File: src/rtl/fp_div_seq.sv
// fp_div_seq: sequential IEEE-754 divider for binary16 / binary32.
// One division runs from an accepted start to a one-cycle done pulse.
// Special operands are resolved in CHECK. Finite quotients come from a
// restoring divider that produces 1 bit per cycle, followed by a single
// normalize/round/pack cycle. Rounding is round-to-nearest-even.
// Subnormal inputs are treated as zero, and underflowing results are
// flushed to zero.
//
// Ports:
//   clk, rst       clock and synchronous active-high reset
//   start          request, sampled only while idle
//   MODE_FP        0 = half, 1 = single (latched at start)
//   OP_A, OP_B     dividend / divisor (half uses [15:0])
//   busy           high in CHECK, DIV and NORM
//   done           one-cycle pulse; result/flags valid
//   result         packed quotient (half zero-extended), held
//   flags          {invalid, div_by_zero, overflow, underflow, inexact}
module fp_div_seq #(
  parameter int SGL_QBITS = 26,
  parameter int HLF_QBITS = 13
) (
  input  logic        clk,
  input  logic        rst,
  input  logic        start,
  input  logic        MODE_FP,
  input  logic [31:0] OP_A,
  input  logic [31:0] OP_B,
  output logic        busy,
  output logic        done,
  output logic [31:0] result,
  output logic [4:0]  flags
);

  localparam int QW  = SGL_QBITS;
  localparam int HSH = SGL_QBITS - HLF_QBITS;

  typedef enum logic [2:0] {IDLE, CHECK, DIV, NORM, DONE} state_t;

  state_t             state;
  logic               mode_reg;
  logic [31:0]        a_reg, b_reg;
  logic signed [9:0]  exp_reg;
  logic [24:0]        rem_reg;
  logic [23:0]        div_reg;
  logic [QW-1:0]      q_reg;
  logic [4:0]         cnt_reg;

  // Operand unpack. Half mantissas are left-aligned into 23 bits, so a
  // single 24-bit divider datapath serves both formats.
  logic        sa, sb, sign;
  logic [7:0]  ea, eb, emax;
  logic [22:0] ma, mb;
  always_comb begin
    if (mode_reg) begin
      sa = a_reg[31]; ea = a_reg[30:23]; ma = a_reg[22:0];
      sb = b_reg[31]; eb = b_reg[30:23]; mb = b_reg[22:0];
      emax = 8'hFF;
    end else begin
      sa = a_reg[15]; ea = {3'b0, a_reg[14:10]}; ma = {a_reg[9:0], 13'b0};
      sb = b_reg[15]; eb = {3'b0, b_reg[14:10]}; mb = {b_reg[9:0], 13'b0};
      emax = 8'h1F;
    end
    sign = sa ^ sb;
  end

  // A zero exponent covers both zero and subnormals (treated as zero).
  logic nan_a, nan_b, inf_a, inf_b, zero_a, zero_b;
  assign nan_a  = (ea == emax) && (ma != 23'd0);
  assign nan_b  = (eb == emax) && (mb != 23'd0);
  assign inf_a  = (ea == emax) && (ma == 23'd0);
  assign inf_b  = (eb == emax) && (mb == 23'd0);
  assign zero_a = (ea == 8'd0);
  assign zero_b = (eb == 8'd0);

  logic [31:0] qnan_word, inf_word, zero_word;
  assign qnan_word = mode_reg ? 32'h7FC0_0000 : 32'h0000_7E00;
  assign inf_word  = mode_reg ? {sign, 8'hFF, 23'b0} : {16'b0, sign, 5'h1F, 10'b0};
  assign zero_word = mode_reg ? {sign, 31'b0} : {16'b0, sign, 15'b0};

  // Special-case screening, highest priority first.
  logic        special;
  logic [31:0] spec_result;
  logic [4:0]  spec_flags;
  always_comb begin
    special     = 1'b1;
    spec_result = 32'd0;
    spec_flags  = 5'd0;
    if (nan_a || nan_b) begin
      spec_result = qnan_word; spec_flags = 5'b10000;
    end else if ((inf_a && inf_b) || (zero_a && zero_b)) begin
      spec_result = qnan_word; spec_flags = 5'b10000;
    end else if (zero_b && !inf_a) begin
      spec_result = inf_word;  spec_flags = 5'b01000;
    end else if (inf_a) begin
      spec_result = inf_word;
    end else if (inf_b || zero_a) begin
      spec_result = zero_word;
    end else begin
      special = 1'b0;
    end
  end

  logic signed [9:0] bias, exp_init;
  assign bias     = mode_reg ? 10'sd127 : 10'sd15;
  assign exp_init = $signed({2'b0, ea}) - $signed({2'b0, eb}) + bias;

  // Normalize / round / pack. Half quotients are shifted up so both
  // formats share the same MSB position.
  logic [QW-1:0]     qa, qn;
  logic signed [9:0] en, ef, emax_s;
  logic [23:0]       sig, inc, sig_r;
  logic              g, st, lsb, rup, carry, inexact;
  logic [31:0]       norm_result;
  logic [4:0]        norm_flags;
  always_comb begin
    qa = mode_reg ? q_reg : {q_reg[HLF_QBITS-1:0], {HSH{1'b0}}};
    if (qa[QW-1]) begin
      qn = qa;
      en = exp_reg;
    end else begin
      qn = qa << 1;
      en = exp_reg - 10'sd1;
    end
    if (mode_reg) begin
      sig = qn[QW-1:2];
      g   = qn[1];
      st  = qn[0] | (rem_reg != 25'd0);
      lsb = qn[2];
      inc = 24'd1;
    end else begin
      sig = {qn[QW-1:QW-11], 13'b0};
      g   = qn[QW-12];
      st  = (|qn[QW-13:0]) | (rem_reg != 25'd0);
      lsb = qn[QW-11];
      inc = 24'h00_2000;
    end
    rup   = g & (st | lsb);
    sig_r = sig + (rup ? inc : 24'd0);
    // The significand is normalized, so losing the hidden bit means the
    // increment rippled all the way out: mantissa becomes 1.0, exp + 1.
    carry   = ~sig_r[23];
    ef      = carry ? en + 10'sd1 : en;
    inexact = g | st;
    emax_s  = $signed({2'b0, emax}) - 10'sd1;
    if (ef > emax_s) begin
      norm_result = inf_word;
      norm_flags  = 5'b00101;
    end else if (ef < 10'sd1) begin
      norm_result = zero_word;
      norm_flags  = 5'b00011;
    end else begin
      norm_result = mode_reg ? {sign, ef[7:0], sig_r[22:0]}
                             : {16'b0, sign, ef[4:0], sig_r[22:13]};
      norm_flags  = {4'b0, inexact};
    end
  end

  always_ff @(posedge clk) begin
    if (rst) begin
      state    <= IDLE;
      mode_reg <= 1'b0;
      a_reg    <= 32'd0;
      b_reg    <= 32'd0;
      exp_reg  <= 10'sd0;
      rem_reg  <= 25'd0;
      div_reg  <= 24'd0;
      q_reg    <= '0;
      cnt_reg  <= 5'd0;
      busy     <= 1'b0;
      done     <= 1'b0;
      result   <= 32'd0;
      flags    <= 5'd0;
    end else begin
      done <= 1'b0;
      case (state)
        IDLE: begin
          if (start) begin
            a_reg    <= OP_A;
            b_reg    <= OP_B;
            mode_reg <= MODE_FP;
            busy     <= 1'b1;
            state    <= CHECK;
          end
        end
        CHECK: begin
          if (special) begin
            result <= spec_result;
            flags  <= spec_flags;
            busy   <= 1'b0;
            done   <= 1'b1;
            state  <= DONE;
          end else begin
            exp_reg <= exp_init;
            rem_reg <= {2'b01, ma};
            div_reg <= {1'b1, mb};
            q_reg   <= '0;
            cnt_reg <= mode_reg ? 5'(SGL_QBITS) : 5'(HLF_QBITS);
            state   <= DIV;
          end
        end
        DIV: begin
          if (rem_reg >= {1'b0, div_reg}) begin
            rem_reg <= (rem_reg - {1'b0, div_reg}) << 1;
            q_reg   <= {q_reg[QW-2:0], 1'b1};
          end else begin
            rem_reg <= rem_reg << 1;
            q_reg   <= {q_reg[QW-2:0], 1'b0};
          end
          cnt_reg <= cnt_reg - 5'd1;
          if (cnt_reg == 5'd1) state <= NORM;
        end
        NORM: begin
          result <= norm_result;
          flags  <= norm_flags;
          busy   <= 1'b0;
          done   <= 1'b1;
          state  <= DONE;
        end
        DONE: state <= IDLE;
        default: state <= IDLE;
      endcase
    end
  end

endmodule
File: config.mk
export PLATFORM = sky130hd
export DESIGN_NAME = fp_div_seq
export DESIGN_NICKNAME = d
export VERILOG_FILES = /design/src/rtl/fp_div_seq.sv
export SDC_FILE = /design/constraint.sdc
export NUM_CORES = 1
export LEC_CHECK = 0
export BUFFER_PORTS_ARGS = -buffer_cell sky130_fd_sc_hd__buf_2
export CAP_MARGIN = 20
export CORE_UTILIZATION = 54
export CTS_CLUSTER_DIAMETER = 150
export CTS_CLUSTER_SIZE = 28
export DETAILED_ROUTE_END_ITERATION = 8
export HOLD_SLACK_MARGIN = 0.02
export PLACE_DENSITY = 0.84
export SYNTH_ARGS = -nofsm -noshare
export SYNTH_HDL_FRONTEND = slang
export SYNTH_SLANG_ARGS = --single-unit
File: constraint.sdc
create_clock -name clk -period 9.6 [get_ports clk]
set_input_delay 1.92 -clock clk [delete_from_list [all_inputs] [get_ports clk]]
set_output_delay 1.92 -clock clk [all_outputs]
set_load 0.01 [all_outputs]
## After elaboration in Yosys (flattened, before gate mapping)

Cells that the tools add are included.

| storage, ports and cells | value |
|---|---|
| register bits | 197 |
| bits in latches | 0 |
| RAM bits | 0 |
| memory bits (read-only) | 0 |
| bits of input ports | 68 |
| output and inout port bits | 39 |
| memories kept | 0 |

| cells by class | value |
|---|---|
| $add $sub $neg | 8 |
| $mul | 0 |
| divide/modulo/power cells | 0 |
| magnitude comparators | 3 |
| equality and inequality tests | 10 |
| shift-type cells | 0 |
| mux-type cells | 61 |
| bitwise operators | 7 |
| reductions and logical operators | 29 |

Operator list:

| cell | count |
|---|---|
| two-way mux 32 bit | 11 |
| two-way mux 26 bit | 3 |
| one-hot mux 32 bit (2 select lines) | 1 |
| one-hot mux 26 bit (2 select lines) | 1 |
| two-way mux 25 bit | 2 |
| one-hot mux 25 bit (2 select lines) | 1 |
| zero test 23 bit | 2 |
| two-way mux 23 bit | 2 |
| nonzero test 23 bit | 2 |
| two-way mux 31 bit | 1 |
| >= comparator 25 x 24 -> 1 bit | 1 |
| two-way mux 5 bit | 5 |
| nonzero test 25 bit | 1 |
| adder 24 bit | 1 |
| two-way mux 24 bit | 1 |
| two-way mux 8 bit | 3 |
| subtractor 24 bit | 1 |
| two-way mux 10 bit | 2 |
| one-hot mux 5 bit (2 select lines) | 2 |
| == test 8 bit | 2 |
| zero test 8 bit | 2 |
| two-way mux 1 bit | 14 |
| two-way mux 14 bit | 1 |
| OR reduction 14 bit | 1 |
| 32 further kinds | 55 |

## Longest topological paths before layout

Gate-level depths: netlist of the first run.

| depth | value |
|---|---|
| depth after elaboration | 14 |
| mapped depth | 26 |
| gate-level depth less buffers | 20 |

## Worst setup path after synthesis of the first run

Ideal clock, no wire load.

| timing path | value |
|---|---|
| path kind | reg-to-reg |
| from | reg mode_reg |
| to | reg result[5] |
| arrival time | 6.727 ns |
| data required time | 9.533 ns |
| slack | 2.805 ns |
| cell stages (with the launch flop) | 27 |
| path buffers | 9 |
| period minus slack after synthesis | 6.795 ns |
| cell sequence | dfxtp_1 buf_6 buf_2 buf_2 buf_1 buf_1 clkbuf_1 clkbuf_1 clkbuf_1 and3_1 a21oi_1 ha_1 nand2_1 nor4b_2 a41oi_2 o311a_4 o21ai_2 mux2_4 xnor2_2 ha_1 a21oi_1 nor2b_1 a2111o_1 and2_4 or4_4 buf_6 o21ai_2 |

| on the way | value |
|---|---|
| cells in the longest elaborated chain, start to end | 14 |
| elaborated cells on any way between the ends | 61 |
| classes of those cells | 3 x add/sub; 2 x order compare; 3 x eq/ne; 30 x mux; 4 x bitwise; 19 x reduce/logical |

RTL lines:

| item | RTL line | source |
|---|---|---|
| start: declaration | 40 | `logic mode_reg;` |
| start signal: assignment | 161 | `mode_reg <= 1'b0;` |
| start signal: assignment | 180 | `mode_reg <= MODE_FP;` |
| two-way mux 26 bit | 116 | `qa = mode_reg ? q_reg : {q_reg[HLF_QBITS-1:0], {HSH{1'b0}}};` |
| two-way mux 26 bit | 117 | `if (qa[QW-1]) begin` |
| OR reduction 14 bit | 133 | `st = (\|qn[QW-13:0]) \| (rem_reg != 25'd0);` |
| OR 1 bit | 133 |  |
| two-way mux 1 bit | 124 | `if (mode_reg) begin` |
| OR 1 bit | 137 | `rup = g & (st \| lsb);` |
| bitwise AND 1 bit | 137 |  |
| two-way mux 24 bit | 138 | `sig_r = sig + (rup ? inc : 24'd0);` |
| adder 24 bit | 138 |  |
| two-way mux 10 bit | 142 | `ef = carry ? en + 10'sd1 : en;` |
| less-than comparator 10 x 2 -> 1 bit | 148 | `end else if (ef < 10'sd1) begin` |
| two-way mux 32 bit | 148 |  |
| two-way mux 32 bit | 145 | `if (ef > emax_s) begin` |
| one-hot mux 32 bit (2 select lines) | 175 | `case (state)` |
| end signal: assignment | 187 | `result <= spec_result;` |
| end signal: assignment | 213 | `result <= norm_result;` |
| end: declaration | 30 | `output logic [31:0] result,` |

Several ways; a longest one is shown, not always the timed one. The select of a mux whose other input is x is not followed.
A chain may end at the register's enable or synchronous reset.

## Worst setup path after layout of the first run

| timing path | value |
|---|---|
| from | reg q_reg[25] |
| to | reg result[0] |

| on the way | value |
|---|---|
| cells in the longest elaborated chain, start to end | 14 |
| elaborated cells on any way between the ends | 22 |
| classes of those cells | 2 x add/sub; 2 x order compare; 13 x mux; 4 x bitwise; 1 x reduce/logical |

RTL lines:

| item | RTL line | source |
|---|---|---|
| start: declaration | 45 | `logic [QW-1:0] q_reg;` |
| start signal: assignment | 204 | `q_reg <= {q_reg[QW-2:0], 1'b1};` |
| start signal: assignment | 207 | `q_reg <= {q_reg[QW-2:0], 1'b0};` |
| two-way mux 26 bit * | 116 |  |
| two-way mux 26 bit | 117 |  |
| OR reduction 14 bit | 133 |  |
| OR 1 bit | 133 |  |
| two-way mux 1 bit | 124 |  |
| OR 1 bit | 137 |  |
| bitwise AND 1 bit | 137 |  |
| two-way mux 24 bit | 138 |  |
| adder 24 bit | 138 |  |
| two-way mux 10 bit | 142 |  |
| less-than comparator 10 x 2 -> 1 bit | 148 |  |
| two-way mux 32 bit | 148 |  |
| two-way mux 32 bit * | 145 |  |
| one-hot mux 32 bit (2 select lines) * | 175 |  |

Mark *: on every way between the ends. The rest lies on a longest branch, timed or not.

==> flow_metrics.tcl, run 1 <==
set metrics [dict create \
    rsz0062_at_grt "no" \
    ys_seq_elements 197 \
    num_rows 54 \
    fin_cells 1887 \
    cts_sinks 197 \
    port_buffers 106 \
    min_period_ns 6.722 \
    n_fill_cell 1959 \
    post_cts_buffers 0 \
    dp_cells 1854 \
    required_ns 9.99 \
    wl_per_cell_um 17.67 \
    register_area_um2 3948 \
    final_util 0.6099 \
    cts_hold_buf 0 \
    ff2ff_path_depth 18 \
    yosys_warnings 0 \
    hpwl_um 23370 \
    io_pins 107 \
    period_share 0.7002 \
    yosys.area.top_type "dfxtp_1" \
    cp-start-kind "flip-flop" \
    drc_errors 0 \
    chipWidth_um 151.7 \
    leakagePower_nw 5.011 \
    cp-endpoint "result[0]" \
    holdWs_ns 0.4540 \
    clock_path_buffers 2 \
    fp.dieH_um 151.7 \
    grt_pass1_wl_um 54080 \
    hold_viol_final 0 \
    power.density_nw_per_um2 203.5 \
    syn_avg_cell_area_um2 7.759 \
    ys_top_cells_by_count "276 x nand2_1, 197 x dfxtp_1, 182 x a21oi_1" \
    status "finished clean" \
    postCtsResizedCells 0 \
    htree_levels 4 \
    worstMarginPinSlew_ns 1.074 \
    ir_drop_mv 0.1142 \
    coreArea_um2 21890 \
    finalPower_mw 2.718 \
    drv_cap 0 \
    async_flop_share 0 \
    cts_buffers 17 \
    fin_tns_setup_ns 0 \
    vias 11514 \
    dieArea_um2 23020 \
    synthTopCellsByArea "dfxtp_1 33%, nand2_1 8.6%, a21oi_1 7.5%" \
    worstSkewPairLatency_ns 0.47 \
    crit_type "reg2reg" \
    grt.overflow.total 0 \
    worstReg2RegEnd "result[0]" \
    placed_cell_area_um2 12670 \
    critPathMaxFanout 27 \
    seq_area_frac_synth 0.3258 \
    synth-main-ff-cell "dfxtp_1" \
    yosysMostFrequentCell "nand2_1" \
    synth.distinct_cells 88 \
    rrSetupSlack_ns 2.88 \
    netlist.area_leader.share 0.3258 \
    cts_tree "yes" \
    initial_core_util 0.5529 \
    n_antenna_cell 0 \
    slew_headroom 0.2832 \
    fin_area_um2 13350 \
    first_global_vias 10716 \
    grt_use_total 0.2963 \
    pre_cts_ws_ns 2.984 \
    fin_skew_ns 0.01838 \
    path_clk_slew_ns 0.09 \
    drt_pass1_iterations 6 \
    final_nets 1713 \
    antenna_found_initial 0 \
    cts_root_buffer "clkbuf_16" \
    slew_violations 0 \
    layout-drive-gt1-share 0.1294 \
    ant_nets 0 \
    place_congestion 0.9450 \
    synthToLayoutAreaGrowth_pct 10.31 \
    setup_slack_ns 2.878 \
    arrival_ns 7.11 \
    fmax_mhz 148.8 \
    startpoint "q_reg[25]" \
    grt_max_degree 100 \
    worst_setup_path_end_kind "flip-flop" \
    setup_viol 0 \
    synth_edf_count 0 \
    multi_input_area_um2 7565 \
    syn_nets 1679 \
    netlist_area_um2 12100 \
    hold_class "reg2reg" \
    synthCells 1560 \
    drt-total-wl_um 33340 \
    drt_iter0_markers 937 \
    crit-reg2reg-launch "q_reg[25]" \
    via_per_inst 6.102 \
]
==> cells by family after synthesis <==
family | Yosys count | synth area share
AO/OA/AOI/OAI | 411 | 0.2225
multiplexers | 81 | 0.06915
buffers and inverters | 154 | 0.05055
adder cells (fa/ha/maj) | 51 | 0.05396
XOR/XNOR | 64 | 0.04755
flip-flops | 197 | 0.3258
AND/OR/NAND/NOR | 602 | 0.2305
==> per-layer routing <==
layer  up-vias  part of all wire  routed length [µm]  global-route usage
li1       5634                 -                   -                   -
met1      5355              0.45               14850              0.3952
met2       449              0.46               15220              0.4693
met3        76             0.066                2216             0.04790
met4         0             0.032                1057              0.1312
met5         -                 0                   0                   0
==> where the power goes <==
group	internal, mW	total (mW)	leakage, nW	switching, mW
registers	0.865	0.923	1.60	0.0579
logic	0.389	0.987	3.09	0.599
clock network	0.380	0.807	0.323	0.427
==> worst min path at each step <==
| stage | from | endpoint | depth (start not counted) |
|---|---|---|---|
| floorplan | div_reg[10] | div_reg[10] | 2 |
| CTS | result[31] | result[31] | 2 |
| global placement | result[5] | result[5] | 2 |
| global route | div_reg[4] | div_reg[4] | 2 |
| detailed placement | result[5] | result[5] | 2 |
| finish | result[31] | result[31] | 2 |
==> worst max-delay path: stages, from the launching register on <==
cell and delay (ns):
dfxtp_1 1.04, mux2_2 0.71, mux2i_1 0.22, a211oi_1 0.27
ha_1 0.24, nand3_1 0.14, a2111oi_4 0.53, a41oi_2 0.34
o311a_4 0.45, o21ai_2 0.20, mux2_4 0.33, xnor2_2 0.19
ha_1 0.34, nand3_1 0.08, a2111oi_1 0.41, nand4_1 0.20
and2_4 0.26, or4_4 0.52, o21ai_2 0.17
==> placed cells by master (no fill, tap or decap), types with 17 or more instances in the layout <==
| master | instances |
|---|---|
| nand2_1 | 275 |
| dfxtp_1 | 196 |
| a21oi_1 | 182 |
| buf_2 | 105 |
| nor2_1 | 96 |
| nand3_1 | 67 |
| mux2i_1 | 65 |
| inv_1 | 52 |
| ha_1 | 49 |
| a211oi_1 | 41 |
| xnor2_1 | 36 |
| nor3_1 | 31 |
| o21ai_0 | 30 |
| xor2_1 | 26 |
| nor4_1 | 20 |
| nand2b_1 | 18 |
| and3_1 | 17 |
| clkbuf_16 | 17 |
==> final cells by class <==
type	instances	share of cell area
multi-input cells	1209	0.5666
well taps	280	0.02624
clock inverters	15	0.01837
flip-flops and latches	197	0.2957
repair buffers	117	0.04667
clock buffers	17	0.03186
inverters	52	0.01462
Note: power is estimated with default switching activity, not from simulation.
==> run 2: changes to the inputs <==
clock period = 6.8 ns   (was 9.6 ns; I/O delays follow)
==> flow_metrics.tcl, run 2 (synthesis gave the netlist of run 1 again) <==
set metrics [dict create \
    fmax_mhz 159.0 \
    place_congestion 0.9283 \
    fin_tns_setup_ns 0 \
    setup_slack_ns 0.5091 \
    vias 11701 \
    cts_sinks 197 \
    cpMaxStageDelayCell "dfxtp_4" \
    grt_pass1_wl_um 53200 \
    drt_pass1_iterations 6 \
    first_global_vias 10644 \
    antenna_found_initial 0 \
    rsz0062_at_grt "no" \
    post_cts_buffers 0 \
    arrival_ns 6.68 \
    pre_cts_ws_ns 0.6505 \
    path_cells "mux2_2, mux2i_1, a211oi_1, ha_1, nand3_1, a2111oi_4, a41oi_2, o311a_4, o21ai_2, mux2_4, xnor2_2, ha_1, nand3_1, a2111oi_1, nand4_1, and2_4, or4_4, o21ai_2" \
    grt.overflow.total 0 \
    clock_path_buffers 2 \
    htree_levels 4 \
    required_ns 7.19 \
    drc_errors 0 \
    drt-total-wl_um 33130 \
    worstReg2RegEnd "result[4]" \
    period_share 0.9251 \
    holdWs_ns 0.4523 \
    fin_skew_ns 0.02143 \
    hold_viol_final 0 \
    crit_type "reg2reg" \
    worstMarginPinSlew_ns 0.9921 \
    critPathMaxFanout 53 \
    hpwl_um 23820 \
    crit-reg2reg-launch "mode_reg" \
    hp-start "result[31]" \
    rrSetupSlack_ns 0.51 \
    worstSkewPairLatency_ns 0.46 \
    postCtsResizedCells 0 \
    fp.dieH_um 151.7 \
    power.density_nw_per_um2 284.9 \
    min_period_ns 6.291 \
    path_clk_slew_ns 0.09 \
    cp-start-kind "flip-flop" \
    cts_root_buffer "clkbuf_16" \
    leakagePower_nw 5.037 \
    ant_nets 0 \
    startpoint "mode_reg" \
    via_per_inst 6.178 \
    ff2ff_path_depth 18 \
    slew_headroom 0.3350 \
    slowest_delay_ns 0.74 \
    io_pins 107 \
    cts_hold_buf 0 \
    hold_class "reg2reg" \
    cts_buffers 17 \
    final_util 0.6121 \
    cp-endpoint "result[4]" \
    synthToLayoutAreaGrowth_pct 10.70 \
    drt_iter0_markers 916 \
    slew_violations 0 \
    chipWidth_um 151.7 \
    final_common_cell "nand2_1" \
    num_rows 54 \
    coreArea_um2 21890 \
    n_antenna_cell 0 \
    wl_per_cell_um 17.49 \
    cts_tree "yes" \
    port_buffers 106 \
    most-common-layout-cells "275 x nand2_1, 196 x dfxtp_1, 182 x a21oi_1" \
    worst_setup_path_end_kind "flip-flop" \
    status "finished clean" \
    setup_viol 0 \
    ir_drop_mv 0.1827 \
    grt_use_total 0.2920 \
    dieArea_um2 23020 \
    drv_cap 0 \
    final_nets 1720 \
    initial_core_util 0.5529 \
    layout-drive-gt1-share 0.1332 \
    grt_max_degree 84 \
]
-- run 2: layout make-up --
| type | instances | area (µm²) |
|---|---|---|
| fillers | 1941 | 8492 |
| multi-input cells | 1209 | 7565 |
| flip-flops and latches | 197 | 3948 |
| repair buffers | 124 | 688.2 |
| clock buffers | 17 | 425.4 |
| well taps | 280 | 350.3 |
| clock inverters | 15 | 227.7 |
| inverters | 52 | 195.2 |
-- run 2: stage by stage --
step / instances / total power [mW] / area [µm²]
after floorplan: 1560 / 2.375 / 12100
after global placement: 1861 / 2.653 / 12730
final: 1894 / 3.817 / 13400
after global routing: 1894 / 4.005 / 13400
after CTS: 1893 / 3.780 / 13380
after detailed placement: 1861 / 2.683 / 12730
-- run 2: where the power goes --
group / leakage [nW] / total [mW] / internal [mW] / switching [mW]
Combinational: 3.12 / 1.42 / 0.553 / 0.867
Clock: 0.312 / 1.10 / 0.523 / 0.575
Sequential: 1.60 / 1.30 / 1.22 / 0.0779
Total: 5.04 / 3.82 / 2.30 / 1.52
-- run 2: worst max-delay path: cells and delay by family (launching register included) --
family | cells | cell delay (ns)
XOR/XNOR | 1 | 0.19
AND/OR/NAND/NOR | 5 | 1.19
AO/OA/AOI/OAI | 7 | 2.45
adder cells (fa/ha/maj) | 2 | 0.57
multiplexers | 3 | 1.07
flip-flops | 1 | 0.74
-- run 2: per-layer routing --
metal,up-vias,GRT usage,part of all wire
li1,5640,-,-
met1,5491,0.3859,0.44
met2,494,0.4755,0.47
met3,76,0.04701,0.070
met4,0,0.1114,0.028
met5,-,0,0
-- run 2: how the worst min path moves through the flow --
| stage | end | slack, ns | depth (start not counted) |
|---|---|---|---|
| 6_report | result[31] | 0.45 | 2 |
| 2_1_floorplan | div_reg[10] | 0.43 | 2 |
| 4_1_cts | div_reg[2] | 0.46 | 2 |
| 5_1_grt | div_reg[3] | 0.47 | 2 |
| 3_5_place_dp | div_reg[2] | 0.45 | 2 |
| 3_3_place_gp | result[4] | 0.43 | 2 |
